File: config.mk
export PLATFORM = sky130hd
export DESIGN_NAME = imem_load_ctrl
export DESIGN_NICKNAME = d
export VERILOG_FILES = /design/src/rtl/imem_pkg.sv /design/src/rtl/imem_load_ctrl.sv
export SDC_FILE = /design/constraint.sdc
export NUM_CORES = 1
export LEC_CHECK = 0
export BUFFER_PORTS_ARGS = -buffer_cell sky130_fd_sc_hd__buf_4
export CORE_MARGIN = 2
export CORE_UTILIZATION = 28
export CTS_BUF_LIST = sky130_fd_sc_hd__clkbuf_8 sky130_fd_sc_hd__clkbuf_16
export CTS_CLUSTER_DIAMETER = 120
export DETAILED_ROUTE_END_ITERATION = 10
export PLACE_DENSITY = 0.79
export RECOVER_POWER = 100
export SETUP_SLACK_MARGIN = 0.1
export SLEW_MARGIN = 10
export SYNTH_ARGS = -nofsm -noshare
export SYNTH_HDL_FRONTEND = slang
export SYNTH_SLANG_ARGS = --single-unit
File: constraint.sdc
create_clock -name clk -period 2.4 [get_ports clk]
set_input_delay 0.24 -clock clk [delete_from_list [all_inputs] [get_ports clk]]
set_output_delay 0.24 -clock clk [all_outputs]
set_load 0.02 [all_outputs]
File: src/rtl/imem_pkg.sv
// rtl/imem_pkg.sv - shared constants and state encoding for the instruction memory loader
package imem_pkg;

  localparam int DEPTH = 1024;
  localparam int AW    = 10;

  localparam logic [31:0] NOP_INSTR = 32'h0000_0000;

  typedef enum logic [1:0] {
    ST_IDLE = 2'd0,
    ST_LOAD = 2'd1,
    ST_RUN  = 2'd2
  } state_t;

endpackage

File: src/rtl/imem_load_ctrl.sv
// rtl/imem_load_ctrl.sv - loads a program into instruction memory, then serves core fetches
module imem_load_ctrl import imem_pkg::*; #(
  parameter int DEPTH = imem_pkg::DEPTH,
  parameter int AW    = imem_pkg::AW
) (
  input  logic          clk,
  input  logic          reset,
  input  logic          ld_valid,
  input  logic [31:0]   ld_data,
  input  logic          ld_last,
  output logic          ld_ready,
  input  logic          boot_skip,
  input  logic [31:0]   fetch_addr,
  output logic [31:0]   fetch_instr,
  output logic          core_run,
  output logic [AW-1:0] mem_addr,
  output logic          mem_we,
  output logic [31:0]   mem_wdata,
  input  logic [31:0]   mem_rdata,
  output logic [AW:0]   load_cnt,
  output logic          err_misaligned,
  output logic          err_range
);

  state_t state, state_nxt;
  logic   beat;
  logic   range_bad;
  logic   misaligned;

  always_comb begin
    state_nxt   = state;
    core_run    = (state == ST_RUN);
    // Ready drops during reset so a beat coincident with reset is never written.
    ld_ready    = !core_run && !reset;
    beat        = ld_valid && ld_ready;
    range_bad   = |fetch_addr[31:AW+2];
    misaligned  = |fetch_addr[1:0];
    mem_we      = beat;
    mem_addr    = '0;
    mem_wdata   = '0;
    fetch_instr = NOP_INSTR;

    if (beat) begin
      mem_addr  = load_cnt[AW-1:0];
      mem_wdata = ld_data;
    end else if (core_run) begin
      mem_addr = fetch_addr[AW+1:2];
      if (!range_bad) begin
        fetch_instr = mem_rdata;
      end
    end

    case (state)
      ST_IDLE: begin
        if (ld_valid) begin
          state_nxt = ST_LOAD;
        end else if (boot_skip) begin
          state_nxt = ST_RUN;
        end
      end
      ST_LOAD: begin
        if (beat && (ld_last || load_cnt == (AW+1)'(DEPTH-1))) begin
          state_nxt = ST_RUN;
        end
      end
      ST_RUN:  state_nxt = ST_RUN;
      default: state_nxt = ST_IDLE;
    endcase
  end

  always_ff @(posedge clk) begin
    if (reset) begin
      state          <= ST_IDLE;
      load_cnt       <= '0;
      err_misaligned <= 1'b0;
      err_range      <= 1'b0;
    end else begin
      state <= state_nxt;
      if (beat && load_cnt != (AW+1)'(DEPTH)) begin
        load_cnt <= load_cnt + 1'b1;
      end
      if (core_run && range_bad) begin
        err_range <= 1'b1;
      end
      if (core_run && misaligned) begin
        err_misaligned <= 1'b1;
      end
    end
  end

endmodule

==> results summary, run 1 <==
The sequential cell area fraction in the yosys report is 0.215. The worst setup path is launched from a flop. The starting density of the core is 0.293. The area growth from synthesis to layout came out at 101%. The fraction of power consumed by sequential logic came out at 0.248. The endpoint required time on the critical path came out at 2.16 ns.

The total length of routed wires came out at 6160 um. The total negative slack for setup checks came out at 0 ns. The fraction of registers with async set or reset after synthesis is 0. The critical path start-end classification is flop to primary output. The slowest stage of the critical path is the sky130_fd_sc_hd__or3b_1 cell. The placed wire-length estimate after detailed placement is 5090 um. The maximum number of pins on one net before global-route repair came out at 33. Once routing completed, OpenROAD measured the worst setup slack at 0.161 ns. In the layout the commonest cells are 130 x sky130_fd_sc_hd__buf_4, 60 x sky130_fd_sc_hd__and2_1, 33 x sky130_fd_sc_hd__clkbuf_2, 32 x sky130_fd_sc_hd__clkbuf_1, 14 x sky130_fd_sc_hd__dfxtp_1. Traced cell by cell, the critical path runs through inv_1, ha_1, or3b_1, buf_4, inv_4, buf_6, and2_1, clkbuf_2. The highest achievable clock rate is 0.447 GHz. In this run the count of I/O pins placed on the die edge is 191.

The fraction of power spent switching nets came out at 0.414. Of the available clock period, the critical path in the final layout requires 0.933. The worst setup skew after layout came out at 0.000643 ns. Of all cell types, the one taking the most synthesized area is sky130_fd_sc_hd__and2_1. For this run, the post-layout net count is 489. Subtracting the final worst setup slack from the clock period gives 2.24 ns. The number of setup buffers added after CTS is 0. The per-cell routed wire length is 13.7 um. For the pin with the worst max-slew slack, the measured transition is 0.480 ns.

In the final layout, the share of cells above drive strength 1 is 0.457. The total power per unit cell area came out at 444 nW/um2. The part of the total power dissipated in the clock network is 0.160. Routability-driven placement finished with a final weighted congestion of 0.775.

After layout, the design draws a total of 1240 uW. The Yosys step of the flow raised 0 warnings. The number of antenna diodes in the final layout is 0. No sink is reached through more buffers than the 2 on the longest clock path. The average vias per placed instance came out at 4.50. The library cell used most frequently in the layout, excluding fill and tap cells, is sky130_fd_sc_hd__buf_4. The number of antenna violations at the first check in global routing came out at 0. The family of cells with the greatest summed delay on the critical path is buffers and inverters.

The combinational share of power came out at 0.592. Measured along the y axis, the die boundary spans 74.6 um. The leakage power of the design came out at 0.00140 uW. The number of global-route vias before repair came out at 1,841. The worst setup path is captured at a primary output. The synthesized netlist contains 36 unique library cells. In this run the power spent charging and discharging nets is 514 uW. The count of H-tree levels built during CTS is 1. A synthesized cell averages 7.27 um2.

The worst path buffer plus inverter count came out at 5. By area the synthesized netlist is led by sky130_fd_sc_hd__and2_1 29%, sky130_fd_sc_hd__dfxtp_1 22%, sky130_fd_sc_hd__ha_1 5.4%. In this run the worst path has a maximum fanout of 11. The flip-flop and latch count after synthesis is 15.

The internal power of the cells totals 729 uW. The overall routing resource usage is 0.189. The first global-routing pass estimated 8220 um of wire. The area share of the largest cell type after synthesis is 0.291.

The total iterations of the first detailed-routing run is 4. In the synthesized netlist the dominant register cell turns out to be sky130_fd_sc_hd__dfxtp_1. The clock sink count is 15. TritonCTS built the clock tree.

The worst-skew pair later-pin latency came out at 0.24 ns. The site row count is 25. The DRC violation total after the first TritonRoute iteration is 110. The placeable core region is 4750 um2. In this run the cell area of the synthesized design comes to 1400 um2.

The tightest min-delay check is of the input port to flop type. The max-slew headroom at the worst pin came out at 0.677. The critical path arrival came out at 2.00 ns. Input and output buffers added on the ports amount to 190. The die is 74.6 um wide. The count of mapped cells out of synthesis came out at 192. The longest individual stage delay on the worst path is 0.39 ns. The number of enable-type register cells in the synthesized netlist came out at 0. The detail route stage leaves a number of antenna-violating nets equal to 0. The number of hold violations in the final report was 0. The count of maximum capacitance violations came out at 0. The final setup violation count is 0.

The peak supply drop is 0.229 mV. The run finished with clean final reports. The count of final max-slew check failures was 0. The die covers 5560 um2. The number of vias in the routed layout is 2,018. The synthesized netlist net count came out at 299. The clock-pin slew reported for the worst setup and hold paths after clock tree synthesis came out at 0.06 ns. For this run the aggregate overflow at the end of global routing stands at 0. The number of buffers created by CTS is 3. Setup repair after global routing left no endpoint under its margin. At the end of the flow the core is filled with cells to 0.589.

The root buffer cell chosen for the clock tree is sky130_fd_sc_hd__clkbuf_8. The number of design rule violations left after detail routing came out at 0. The pre-CTS setup slack came out at 0.203 ns.
## sequential cells by signal, indices dropped and copies added, names as in the netlist
signal / cells
err_range: 1
state: 2
load_cnt: 11
err_misaligned: 1
## logic make-up (layout without fill, tap and decap cells)
group	count (synthesis)	in the layout	synth area share
and+or+nand+nor	111	111	0.474
DFF	15	15	0.215
xor gates and xnor gates	6	6	0.0377
adders and majority gates	6	6	0.0538
AOI/OAI and AO/OA	29	29	0.150
buffers and inverters	25	214	0.0691
## routing by layer
metal | routed length [um] | part of all wire | track usage | vias up
met3 | 491 | 0.080 | 0.0379 | 2
met5 | 0 | 0 | 0 | -
met2 | 3270 | 0.53 | 0.355 | 94
met4 | 14 | 0.0023 | 0.0357 | 0
met1 | 2390 | 0.39 | 0.223 | 891
li1 | - | - | - | 1031
## worst paths after layout
path	start	endpoint	slack, ns	cells after the start
max reg2reg	state[0]$_SDFFE_PP0P_	state[1]$_SDFFE_PP0P_	0.18	6
min	fetch_addr[0]	err_misaligned$_SDFFE_PP0P_	0.31	3
max	state[0]$_SDFFE_PP0P_	mem_wdata[31]	0.16	8
min reg2reg	err_misaligned$_SDFFE_PP0P_	err_misaligned$_SDFFE_PP0P_	0.44	2
## area by class of cell
type	instances	area (um2)
fillers	495	1950
clock inverters	1	3.75
flip-flops and latches	15	304
repair buffers	198	1320
multi-input cells	152	1000
inverters	12	47.5
well taps	67	83.8
clock buffers	3	41.3
## synth_stat cells, drive strengths merged (2+ instances only)
library cell and instances:
and2 65, dfxtp 15, inv 12, clkbuf 11, nand2 9, nor2 8, a22o 7, ha 6
o21ai 6, a21oi 5, nor4 5, nand3 4, nand4 4, nor3 4, nor4b 3, xnor2 3
xor2 3, buf 2, nand3b 2, or3 2, or3b 2
## worst min-delay path: stages
cell and delay [ns]:
sky130_fd_sc_hd__buf_4 0.08, sky130_fd_sc_hd__o21ai_0 0.07, sky130_fd_sc_hd__a21oi_1 0.13
## what timing repair did
action / CTS / global route
hold buffers: 0 / 0
resized for setup: 1 / 7
cloned: 0 / 1
setup endpoints to repair: 12 / 41
pin swaps: 0 / 0
## through the flow
| step | area (um2) | cells | hold WS [ns] |
|---|---|---|---|
| finish | 2800 | 448 | 0.311 |
| detailed placement | 2930 | 443 | 0.439 |
| global route | 2800 | 448 | 0.330 |
| global placement | 2930 | 443 | 0.434 |
| CTS | 2970 | 447 | 0.321 |
| floorplan | 1410 | 192 | 0.445 |
## power by group through the flow
stage	clock [uW]	combinational, uW	sequential [uW]
CTS	207	796	310
detailed placement	0	791	316
global route	218	802	312
global placement	0	776	314
floorplan	0	398	332
finish	199	735	309
No activity file was read; power rests on OpenSTA's default activity.
==> run 2, diff against run 1 <==
--- a/config.mk
+++ b/config.mk
@@ -12,7 +12,6 @@
 export CTS_CLUSTER_DIAMETER = 120
 export DETAILED_ROUTE_END_ITERATION = 10
 export PLACE_DENSITY = 0.79
-export RECOVER_POWER = 100
 export SETUP_SLACK_MARGIN = 0.1
 export SLEW_MARGIN = 10
 export SYNTH_ARGS = -nofsm -noshare
==> run 2 against run 1 <==
Compared with the run above:
- critical path depth stayed put
- die area stayed put
- largest power group unchanged
- via count is 0.30% lower
- fmax is 2.1% higher
- register-to-register slack better by 0.10 ns
- cell area is 7.8% higher
- critical endpoint unchanged
==> results summary, run 2 (synthesis gave the netlist of run 1 again) <==
In this run, the number of DRC markers left after iteration 0 of detailed routing was 111. The area growth from synthesis to layout came out at 117%. The worst hold path class is input port to flop. The number of antenna violations at the first check in global routing came out at 0. The number of cells on the worst reg-to-reg path is 6. The flip-flop count of the largest register after layout came out at 11. The layout net count is 489. Setup repair after global routing left no endpoint under its margin. Summing all multi-input logic gate instances after layout gives 1020 um2.

The post-route cell area came out at 3020 um2. The worst-case hold slack is 0.312 ns. The worst-path maximum fanout came out at 11.

In this run the worst setup path terminates at mem_wdata[31]. Across all register-to-register paths, the minimum setup slack is 0.28 ns. The worst setup skew after layout came out at 0.00111 ns. The total overflow reported by the global router came out at 0.

The most critical setup path has its startpoint at state[0]$_SDFFE_PP0P_. The vertical die dimension is 74.6 um. Counting along the longest clock path gives a buffer depth of 2. The number of hold violations in the final report is 0. The endpoint identified for the worst register-to-register timing path is state[1]$_SDFFE_PP0P_. The per-cell routed wire length is 13.7 um. The number of global-route vias before repair came out at 1,841. The startpoint of the most critical register-to-register path is state[0]$_SDFFE_PP0P_.

Across the VDD grid, the largest voltage drop is 0.242 mV. The endpoint required time on the critical path is 2.16 ns. The worst setup path is of the flop to primary output kind.

The die area is 5560 um2. In this run the number of H-tree levels came out at 1. The leakage power of the design is 0.00157 uW. The slew at the pin with the worst max-slew slack came out at 0.480 ns. The highest achievable clock rate came out at 0.456 GHz. Of the available clock period, the critical path in the final layout requires 0.913.

The cell area reported after detailed placement came out at 2930 um2. The count of final max-slew check failures was 0. The total power per unit cell area came out at 439 nW/um2. The layout filler cell count is 437. The leading cell type in the layout, fill and taps excluded is sky130_fd_sc_hd__buf_4. Row generation in the floorplan step produced 25 rows.

TritonCTS built the clock tree. The final setup violation count came out at 0. Measured on the finished design, the core utilization comes to 0.635. The flow ran to the end, and the final reports show no timing, DRC or antenna violations. The number of design rule violations left after detail routing is 0. The tree is rooted in a sky130_fd_sc_hd__clkbuf_8. In this run the remaining antenna-violating nets after routing total 0. The total length of routed wires came out at 6130 um. In this run the horizontal extent of the chip is 74.6 um. The starting density of the core is 0.293.

The worst-skew pair later-pin latency is 0.24 ns. The placed wire-length estimate after detailed placement came out at 5090 um. The first-pass GRT wire length came out at 8220 um.

The placeable core region came out at 4750 um2. The average vias per placed instance came out at 4.49. The fraction of layout instances using a drive strength above 1 came out at 0.546.

The count of maximum capacitance violations is 0. The weighted congestion reported at the end of routability-driven placement is 0.775. Data arrives at the worst endpoint at 1.95 ns. The total iterations of the first detailed-routing run came out at 4. For this run, the total global-route usage over all layers was measured as 0.189. In this run the tightest slew margin relative to its limit is 0.677. Entering global routing, the biggest net connects 33 pins.

The post-route non-filler standard cell count came out at 448. Counting flops per register, the top entry is load_cnt. In this run, CTS created clock tree buffers numbering 3. The sequential standard cell area is 304 um2. The worst path in the final design needs a cycle of 2.19 ns, including I/O delays and setup. After detailed placement, the design holds a cell count of 443. For this block, the via count after detailed routing is 2,012. In the final layout, the registers with the most flip-flops are load_cnt: 11 flops, state: 2 flops. The clock drives 15 sinks. After routing, the total negative slack on setup checks comes to 0 ns. The clock-pin slew reported for the worst setup and hold paths after clock tree synthesis came out at 0.06 ns.

Buffers placed on the I/O ports in this run total 190. STA classifies the critical path startpoint as a flop. In the layout the commonest cells are 195 x sky130_fd_sc_hd__buf_4, 65 x sky130_fd_sc_hd__and2_1, 14 x sky130_fd_sc_hd__dfxtp_1, 12 x sky130_fd_sc_hd__inv_1, 9 x sky130_fd_sc_hd__nand2_1. The type of element capturing the critical path is a primary output. The count of inserted antenna diode cells is 0.

The number of setup buffers added after CTS came out at 0. The I/O pin total came out at 191.
## run 2: changes by cell type in the layout (fill, tap and decap cells not counted), sizes merged
cell    before  now
clkbuf      69    4
buf        132  197
## run 2: cell type report
class	count	share of cell area
Clock buffer	3	0.0137
Clock inverter	1	0.00124
Inverter	12	0.0157
Multi-Input combinational cell	152	0.338
Sequential cell	15	0.101
Tap cell	67	0.0278
Timing Repair Buffer	198	0.503
## run 2: power by group
group | leakage (uW) | switching [uW] | internal (uW) | total, uW
registers | 0.000123 | 30.7 | 282 | 313
clock network | 0.0000269 | 85.9 | 113 | 199
logic | 0.00142 | 404 | 409 | 813
## run 2: timing repair
action | CTS | global route
cloned | 0 | 1
hold buffers | 0 | 0
resized for setup | 1 | 7
endpoints found under the setup margin | 12 | 41
## run 2: worst min path at each step
stage / from / end / depth (start not counted)
CTS: fetch_addr[0] / err_misaligned$_SDFFE_PP0P_ / 3
finish: fetch_addr[0] / err_misaligned$_SDFFE_PP0P_ / 3
floorplan: fetch_addr[0] / err_misaligned$_SDFFE_PP0P_ / 2
global placement: err_misaligned$_SDFFE_PP0P_ / err_misaligned$_SDFFE_PP0P_ / 2
detailed placement: err_misaligned$_SDFFE_PP0P_ / err_misaligned$_SDFFE_PP0P_ / 2
global route: fetch_addr[0] / err_misaligned$_SDFFE_PP0P_ / 3
## run 2: critical path, cell delays in order (launching register included)
cell	delay, ns
sky130_fd_sc_hd__dfxtp_4	0.36
sky130_fd_sc_hd__inv_1	0.08
sky130_fd_sc_hd__ha_4	0.16
sky130_fd_sc_hd__or3b_1	0.39
sky130_fd_sc_hd__buf_4	0.19
sky130_fd_sc_hd__inv_4	0.10
sky130_fd_sc_hd__buf_6	0.14
sky130_fd_sc_hd__and2_1	0.15
sky130_fd_sc_hd__buf_4	0.14
## run 2: through the flow
stage | worst slack, ns | total power (uW)
after detailed placement | 0.203 | 1110
after global placement | 0.267 | 1090
after floorplan | 0.120 | 730
after CTS | 0.119 | 1310
final | 0.208 | 1320
after global routing | 0.110 | 1410
## run 2: per-layer routing
metal  up-vias  global-route usage  share of wire
li1       1030                   -              -
met1       886               0.223           0.38
met2        94               0.355           0.54
met3         2              0.0379          0.077
met4         0              0.0357         0.0023
met5         -                   0              0
==> run 3, diff against run 2 <==
--- a/config.mk
+++ b/config.mk
@@ -11,6 +11,7 @@
 export CTS_BUF_LIST = sky130_fd_sc_hd__clkbuf_8 sky130_fd_sc_hd__clkbuf_16
 export CTS_CLUSTER_DIAMETER = 120
 export DETAILED_ROUTE_END_ITERATION = 10
+export MAX_ROUTING_LAYER = met4
 export PLACE_DENSITY = 0.79
 export SETUP_SLACK_MARGIN = 0.1
 export SLEW_MARGIN = 10
==> run 3 against run 2 <==
Compared with the run above:
- die area unchanged
- clock skew is essentially flat
- non-clock buffer count unchanged
- worst setup slack got worse by 0.0034 ns
- first-iteration DRC count decreased by 9.0%
- wire length barely moved
- sequential share of layout area stayed put
- highest routed layer unchanged
- largest power group unchanged
- fmax down 0.15%
==> results summary, run 3 (synthesis gave the netlist of run 1 again) <==
The number of buffers created by CTS came out at 3. The peak supply drop came out at 0.242 mV. Setup violations remaining at the end of the flow were counted as 0. Data on the critical path is required at its endpoint by 2.16 ns.

STA classifies the critical path startpoint as a flop. Once detailed placement completed, the half-perimeter wirelength came to 5090 um. The number of global-route vias before repair was 1,838. The clock sink count came out at 15. The fraction of power consumed by sequential logic is 0.236. The placeable core region came out at 4750 um2. After detailed routing, the met3 layer carries 423 um of wire.

The number of antenna violations at the first check in global routing came out at 0. The footprint of the multi-input gates came out at 1020 um2. For this design the top-level I/O count stands at 191.

The topmost layer with routed signal wires is met4. The max-slew headroom at the worst pin came out at 0.682. The detailed-routed wire length on met2 is 3270 um. The switching power came out at 521 uW. The worst hold path class is input port to flop. Registers take 304 um2. The part of the total power dissipated in the clock network came out at 0.150. The number of setup buffers added after CTS is 0. Clock-pin slew was measured on the worst setup and hold paths at 0.06 ns. In the final layout, the registers with the most flip-flops are load_cnt: 11 flops, state: 2 flops.

The count of H-tree levels built during CTS came out at 1. load_cnt holds more flip-flops than any other register. Before antenna repair, the detailed router went through 4 iterations.

The combinational share of power is 0.614. The worst-path maximum fanout came out at 11. The later pin in the worst-skew pair is clocked with a latency of 0.24 ns. Dividing total power by cell area gives a power density of 439 nW/um2. The CTS tree is built.

Setup repair after global routing left no endpoint under its margin. The maximum number of pins on one net before global-route repair came out at 33. Data on the critical path arrives at its endpoint at 1.96 ns. The count of nets left with antenna violations once routing finished came out at 0. The count of final max-slew check failures came out at 0.

For this block, the initial DRC count from the detailed router was 101. The number of vias in the routed layout is 2,029. At the end of the flow the core is filled with cells to 0.635.

The area growth from synthesis to layout came out at 117%. The total length of routed wires is 6130 um. The fraction of power spent switching nets is 0.393.

The total negative slack for setup checks is 0 ns. The top cell types in the final layout, fill and taps aside, are 195 x sky130_fd_sc_hd__buf_4, 65 x sky130_fd_sc_hd__and2_1, 14 x sky130_fd_sc_hd__dfxtp_1, 12 x sky130_fd_sc_hd__inv_1, 9 x sky130_fd_sc_hd__nand2_1. In the routed design, unresolved DRC markers number 0. The per-cell routed wire length came out at 13.7 um.

Clock tree synthesis selected as its root buffer the cell sky130_fd_sc_hd__clkbuf_8. The site row count is 25. The first-pass GRT wire length is 8210 um.

The count of maximum capacitance violations is 0. The average vias per placed instance came out at 4.53. Leaving out fill and tap cells, the most frequent cell in the layout is sky130_fd_sc_hd__buf_4. During placement, the flow inserted port buffers numbering 190. The weighted congestion reported at the end of routability-driven placement came out at 0.785. The width of the die came out at 74.6 um. The starting density of the core is 0.293.

The die area came out at 5560 um2. Derived from the worst setup path, the maximum achievable clock frequency is 0.455 GHz. For the pin with the worst max-slew slack, the measured transition is 0.473 ns.

The flip-flop count of the largest register after layout came out at 11. Of the cells placed in the final design, the portion with a size suffix greater than 1 is 0.546. In this run the static leakage power is 0.00157 uW. The post-route met1 wirelength came out at 2400 um. The vertical die dimension came out at 74.6 um. The overall routing resource usage is 0.195.

Summed over all layers, the global routing overflow is 0. The layout net count came out at 489. For this design, the CTS-stage hold fixing added 0 buffers. The flow ran to the end, and the final reports show no timing, DRC or antenna violations. The critical path in this run is classified as flop to primary output. The count of inserted antenna diode cells came out at 0.

The maximum buffer depth of the clock tree is 2. The number of hold violations in the final report came out at 0. The worst setup skew after layout is 0.000684 ns. STA classifies the critical path endpoint as a primary output.

The layout filler cell count came out at 437. The part of the cycle the worst path needs came out at 0.915. The post-route minimum period is 2.20 ns.

The design internal power came out at 804 uW.
run 3: power groups by stage:
stage | logic [uW] | clock network, uW | registers [uW]
CTS | 796 | 207 | 310
global route | 879 | 218 | 316
finish | 814 | 198 | 313
detailed placement | 791 | 0 | 316
global placement | 776 | 0 | 314
floorplan | 398 | 0 | 332
run 3: through the flow:
step	power (uW)	cells	instance area, um2	hold slack (ns)	worst slack, ns
2_1_floorplan	730	192	1410	0.445	0.120
3_3_place_gp	1090	443	2930	0.434	0.267
3_5_place_dp	1110	443	2930	0.439	0.203
4_1_cts	1310	447	2970	0.321	0.119
5_1_grt	1410	448	3020	0.330	0.110
6_report	1320	448	3020	0.312	0.204
run 3: final cells by class:
class | instances | area share
flip-flops and latches | 15 | 0.101
clock buffers | 3 | 0.0137
inverters | 12 | 0.0157
well taps | 67 | 0.0278
multi-input cells | 152 | 0.338
clock inverters | 1 | 0.00124
repair buffers | 198 | 0.503
run 3: critical path: stages (launching register included):
cell and delay [ns]:
sky130_fd_sc_hd__dfxtp_4 0.36, sky130_fd_sc_hd__inv_1 0.08, sky130_fd_sc_hd__ha_4 0.16, sky130_fd_sc_hd__or3b_1 0.39, sky130_fd_sc_hd__buf_4 0.19, sky130_fd_sc_hd__inv_4 0.10, sky130_fd_sc_hd__buf_6 0.14, sky130_fd_sc_hd__and2_1 0.15
sky130_fd_sc_hd__buf_4 0.14
run 3: per-layer routing:
metal,global-route usage,vias to the layer above
li1,-,1028
met1,0.235,891
met2,0.354,106
met3,0.0190,4
met4,0.0357,0
met5,-,-
run 3: worst paths after layout:
| check | start | to | depth (start not counted) | slack (ns) |
|---|---|---|---|---|
| hold reg to reg | err_misaligned$_SDFFE_PP0P_ | err_misaligned$_SDFFE_PP0P_ | 2 | 0.45 |
| setup reg to reg | state[0]$_SDFFE_PP0P_ | state[1]$_SDFFE_PP0P_ | 6 | 0.27 |
| setup / recovery | state[0]$_SDFFE_PP0P_ | mem_wdata[31] | 8 | 0.20 |
| hold / removal | fetch_addr[0] | err_misaligned$_SDFFE_PP0P_ | 3 | 0.31 |
run 3: what timing repair did:
item	4_1_cts	5_1_grt
resized for setup	1	7
gates cloned	0	1
setup endpoints to repair	12	41
